$ cat src/rtl/datapath_sequencer.sv
// rtl/datapath_sequencer.sv - multi-cycle issue controller driving a register-file + ALU datapath
// Decodes R-type/LI/NOP/HALT words and sequences read, ALU capture and write-back.
module datapath_sequencer #(
  parameter int Nloc  = 32,
  parameter int Dbits = 32,
  parameter int Abits = $clog2(Nloc)
) (
  input  logic              clock,
  input  logic              reset_n,
  input  logic [31:0]       instr,
  input  logic              instr_valid,
  output logic              instr_ready,
  output logic              RegWrite,
  output logic [Abits-1:0]  ReadAddr1,
  output logic [Abits-1:0]  ReadAddr2,
  output logic [Abits-1:0]  WriteAddr,
  output logic [4:0]        ALUFN,
  output logic [Dbits-1:0]  WriteData,
  input  logic [Dbits-1:0]  ALUResult,
  input  logic              FlagZ,
  output logic              busy,
  output logic              halted,
  output logic              zero,
  output logic [15:0]       retired
);

  localparam logic [1:0] S_IDLE = 2'd0;
  localparam logic [1:0] S_EXEC = 2'd1;
  localparam logic [1:0] S_WB   = 2'd2;
  localparam logic [1:0] S_HALT = 2'd3;

  logic [1:0]       r_state;
  logic             r_live;
  logic [Abits-1:0] r_rd;
  logic [Abits-1:0] r_ra1;
  logic [Abits-1:0] r_ra2;
  logic [Abits-1:0] r_wa;
  logic [4:0]       r_alufn;
  logic [Dbits-1:0] r_result;
  logic             r_zero;
  logic [15:0]      r_retired;

  logic             w_accept;
  logic [Dbits-1:0] w_imm;
  logic             w_unused_bits;

  assign w_unused_bits = &{1'b0, instr[9:0]};
  assign w_imm         = {{(Dbits-25){instr[24]}}, instr[24:0]};

  // r_live keeps ready low for the whole reset and until the first edge after release
  assign instr_ready = (r_state == S_IDLE) && r_live;
  assign w_accept    = instr_valid && instr_ready;

  // Gating with reset_n stops the register file writing on an aborting reset edge
  assign RegWrite  = (r_state == S_WB) && reset_n;
  assign busy      = (r_state != S_IDLE);
  assign halted    = (r_state == S_HALT);
  assign ReadAddr1 = r_ra1;
  assign ReadAddr2 = r_ra2;
  assign ALUFN     = r_alufn;
  assign WriteAddr = r_wa;
  assign WriteData = r_result;
  assign zero      = r_zero;
  assign retired   = r_retired;

  always_ff @(posedge clock) begin
    if (!reset_n) begin
      r_state   <= S_IDLE;
      r_live    <= 1'b0;
      r_rd      <= '0;
      r_ra1     <= '0;
      r_ra2     <= '0;
      r_wa      <= '0;
      r_alufn   <= '0;
      r_result  <= '0;
      r_zero    <= 1'b0;
      r_retired <= '0;
    end else begin
      r_live <= 1'b1;
      case (r_state)
        S_IDLE: begin
          if (w_accept) begin
            case (instr[31:30])
              2'b00: begin
                r_rd    <= instr[29:25];
                r_ra1   <= instr[24:20];
                r_ra2   <= instr[19:15];
                r_alufn <= instr[14:10];
                r_state <= S_EXEC;
              end
              2'b01: begin
                r_wa     <= instr[29:25];
                r_result <= w_imm;
                r_state  <= S_WB;
              end
              2'b10: r_retired <= r_retired + 16'd1;
              default: begin
                r_retired <= r_retired + 16'd1;
                r_state   <= S_HALT;
              end
            endcase
          end
        end
        S_EXEC: begin
          r_wa     <= r_rd;
          r_result <= ALUResult;
          r_zero   <= FlagZ;
          r_state  <= S_WB;
        end
        S_WB: begin
          r_retired <= r_retired + 16'd1;
          r_state   <= S_IDLE;
        end
        default: r_state <= S_HALT;
      endcase
    end
  end

endmodule

$ cat config.mk
export PLATFORM = sky130hd
export DESIGN_NAME = datapath_sequencer
export DESIGN_NICKNAME = d
export VERILOG_FILES = /design/src/rtl/datapath_sequencer.sv
export SDC_FILE = /design/constraint.sdc
export NUM_CORES = 1
export LEC_CHECK = 0
export ABC_AREA = 1
export BUFFER_PORTS_ARGS = -buffer_cell sky130_fd_sc_hd__buf_2
export CAP_MARGIN = 20
export CORE_ASPECT_RATIO = 0.7
export CORE_UTILIZATION = 48
export DETAILED_ROUTE_END_ITERATION = 6
export PLACE_DENSITY = 0.79
export SLEW_MARGIN = 5
export SYNTH_ARGS = -nofsm -noshare
export SYNTH_HDL_FRONTEND = slang
export SYNTH_SLANG_ARGS = --single-unit
export TNS_END_PERCENT = 100
$ cat constraint.sdc
create_clock -name clock -period 1.5 [get_ports clock]
set_input_delay 0.3 -clock clock [delete_from_list [all_inputs] [get_ports clock]]
set_output_delay 0.3 -clock clock [all_outputs]
set_load 0.02 [all_outputs]
==> impl_metrics.toml <==
[detailed_routing]
drt_iter0_drc = 267
postRouteAntennaNets = 0
detail_route.wl_per_cell_um = 14.25
dr.pass1.iters = 5
via_per_inst = 5.195
wl_um = 11040
vias = 4026
drcViolationCount = 0

[cells_and_area]
multiInputGateArea_um2 = 1803
fin_nets = 745
seqCellArea_um2 = 1548
fill_cells = 599
drive_above_1_share_pct = 30.69
design_area_um2 = 4796
syn_to_final_growth_pct = 35.97
n_antenna_cell = 0

[timing]
max-slew-margin-rel_pct = 78.39
rsz0062_at_grt = "yes"
tns_ns = 0
layout_min_cycle_time_ns = 1.490
maxSlewViolCount = 0
finalClockSkew_ns = 0.01050
finalHoldViolCount = 0
tightest_slew_ns = 0.3242
setup_viol = 0
post-route-period-util_pct = 99.36
fmax_mhz = 671.0

[setup_path]
crit_end = "RegWrite"
crit_required_ns = 1.20
regToRegSetupSlack_ns = 0.05
path_class = "reg -> out"
r2r-start = "r_state[1]"
r2r-end = "retired[13]"
critPathLaunchType = "flop"
ff2ff_path_depth = 8
crit_path_start = "r_state[0]"
cp_max_fo = 3
endpoint_kind = "primary output"
cp.arrival_ns = 1.19

[synth]
yosys-top-cells-area = "dfxtp_1, nand2_1, nor2_1"
synth_edf_count = 0
ys.flop_type = "dfxtp_1"
synth_cell_type_count = 26
synth_mux_area_share_pct = 0
ys_ff_latch = 77
synth-xor-area-share_pct = 0.4966
synth_area_um2 = 3527
synth_top_area_share_pct = 43.70
synth_area_per_cell_um2 = 6.642
synth_nets = 600
yosysWarnings = 0
synthTopCellsByCount = "nand2_1, nor2_1, dfxtp_1"
yosysSeqAreaShare_pct = 43.70
synthAdderAreaFrac_pct = 0.3547
synth_simple_gate_area_share_pct = 37.53
synth.most_common_cell = "nand2_1"
synth-compound-area-share_pct = 10.85
ys_async_sr_fraction_pct = 0
syn_inst = 531
yosysTopAreaCell = "dfxtp_1"
synth_top_family_by_area = "simple AND/OR/NAND/NOR gates"

[hold_path]
hold_class = "in -> reg"

[power_and_ir_drop]
power_density_nw_per_um2 = 1088
p_int_w = 0.003518
switching_share_pct = 32.57
clkPwrFrac_pct = 31.5
vdd.ir_drop.worst_uv = 653.9
p_sw_w = 0.001699
power_frac_comb_pct = 24.5
p_seq_share_pct = 44.0
leakagePower_nw = 2.419

[global_routing]
overflow = 0
grt_pass1_wl_um = 17370
track_usage_pct = 28.55
antenna_found_initial = 0
grt_max_degree = 73
grt_pass1_vias = 3606

[job]
max_cap_violations = 0

[die]
dieArea_um2 = 7700
core_um2 = 6913
die_x_um = 104.5
rows = 25
die_y_um = 73.72
io_pins = 141
initial_core_util_pct = 51.02

[outcome]
status = "finished, final reports clean"

[clock_network]
path_clk_slew_ns = 0.08
cts_hold_buf = 0
clockRootBuffer = "clkbuf_8"
htreeDepth = 3
clk_latency_ns = 0.35
cts_made_buffers = 9
cts_tree = "built"
clkSinkCount = 77
cts_buffer_depth = 2

[placed_design]
io_buffers = 140
gp_congestion = 0.9000
placedInstanceArea_um2 = 4335
hpwl_um = 7051
==> registers in the layout, indices dropped and copies added (netlist names) <==
name and cells:
ALUFN 5, ReadAddr1 5, WriteData 32, r_state 2
r_live 1, retired 16, WriteAddr 5, ReadAddr2 5
zero 1, r_rd 5
==> logic make-up after synthesis <==
| family | after synthesis |
|---|---|
| simple gates | 327 |
| flops | 77 |
| compound gates | 73 |
| buf+inv | 51 |
| xor+xnor | 2 |
| fa+ha+maj | 1 |
==> cells in the final DEF (no fill, tap or decap), types with 6 or more instances in the layout <==
| cell type | instances |
|---|---|
| buf_4 | 14 |
| buf_2 | 137 |
| nand2_1 | 144 |
| dfxtp_1 | 74 |
| nand3_1 | 11 |
| buf_12 | 6 |
| buf_6 | 6 |
| clkbuf_8 | 11 |
| nor3_1 | 35 |
| a21oi_1 | 8 |
| nor2_1 | 121 |
| inv_1 | 12 |
| o21ai_1 | 52 |
| o21ai_0 | 9 |
==> metrics by stage <==
step / setup slack, ns / std cells / hold slack [ns] / util, % / total power [W]
after floorplan: 0.04090 / 531 / 0.3277 / - / 0.003071
after global placement: -0.1717 / 752 / 0.4642 / 62.71 / 0.003448
after detailed placement: -0.3004 / 752 / 0.4773 / 62.71 / 0.003473
after CTS: -0.03821 / 770 / 0.1807 / 66.71 / 0.005137
after global routing: -0.02844 / 775 / 0.2034 / 69.38 / 0.005425
final: 0.009613 / 775 / 0.1927 / 69.38 / 0.005217
==> power by group through the flow <==
stage               registers [W]  logic, W  clock network [W]
floorplan                 0.00250  0.000570                  0
global placement          0.00233   0.00112                  0
detailed placement        0.00233   0.00114                  0
CTS                       0.00229   0.00119            0.00166
global route              0.00231   0.00139            0.00173
finish                    0.00229   0.00128            0.00164
==> critical path, cell delays in order (launching register included) <==
cell     delay, ns
dfxtp_4       0.36
buf_6         0.12
buf_6         0.12
nor3_4        0.11
buf_6         0.14
==> metal layers <==
layer,share of wire (%),routed length (um),track usage (%)
met5,0,0,0
met4,0.72,80,5.873
met3,9.1,1005,9.317
met2,45,4947,46.95
met1,45,5008,36.88
==> worst min-delay path by stage <==
stage	to	cells after the start	startpoint	slack, ns
2_1_floorplan	r_live	0	reset_n	0.33
3_3_place_gp	zero	2	zero	0.46
3_5_place_dp	zero	2	zero	0.48
4_1_cts	ALUFN[0]	3	instr[10]	0.18
5_1_grt	ReadAddr1[2]	3	instr[22]	0.20
6_report	ALUFN[0]	3	instr[10]	0.19
==> final cells by class <==
cell class                      count  area share [%]
Clock buffer                       11           3.157
Clock inverter                      5           1.226
Inverter                           19           1.852
Multi-Input combinational cell    404           37.59
Sequential cell                    77           32.27
Tap cell                           94           2.452
Timing Repair Buffer              165           21.45
==> repair_timing <==
| item | CTS | global route |
|---|---|---|
| endpoints found under the setup margin | 65 | 75 |
| pin swaps | 3 | 5 |
| hold endpoints to repair | 0 | 0 |
| setup buffers | 1 | 4 |
| gates resized for setup | 17 | 25 |
| cloned | 1 | 2 |
(Power assumes the default switching activity.)
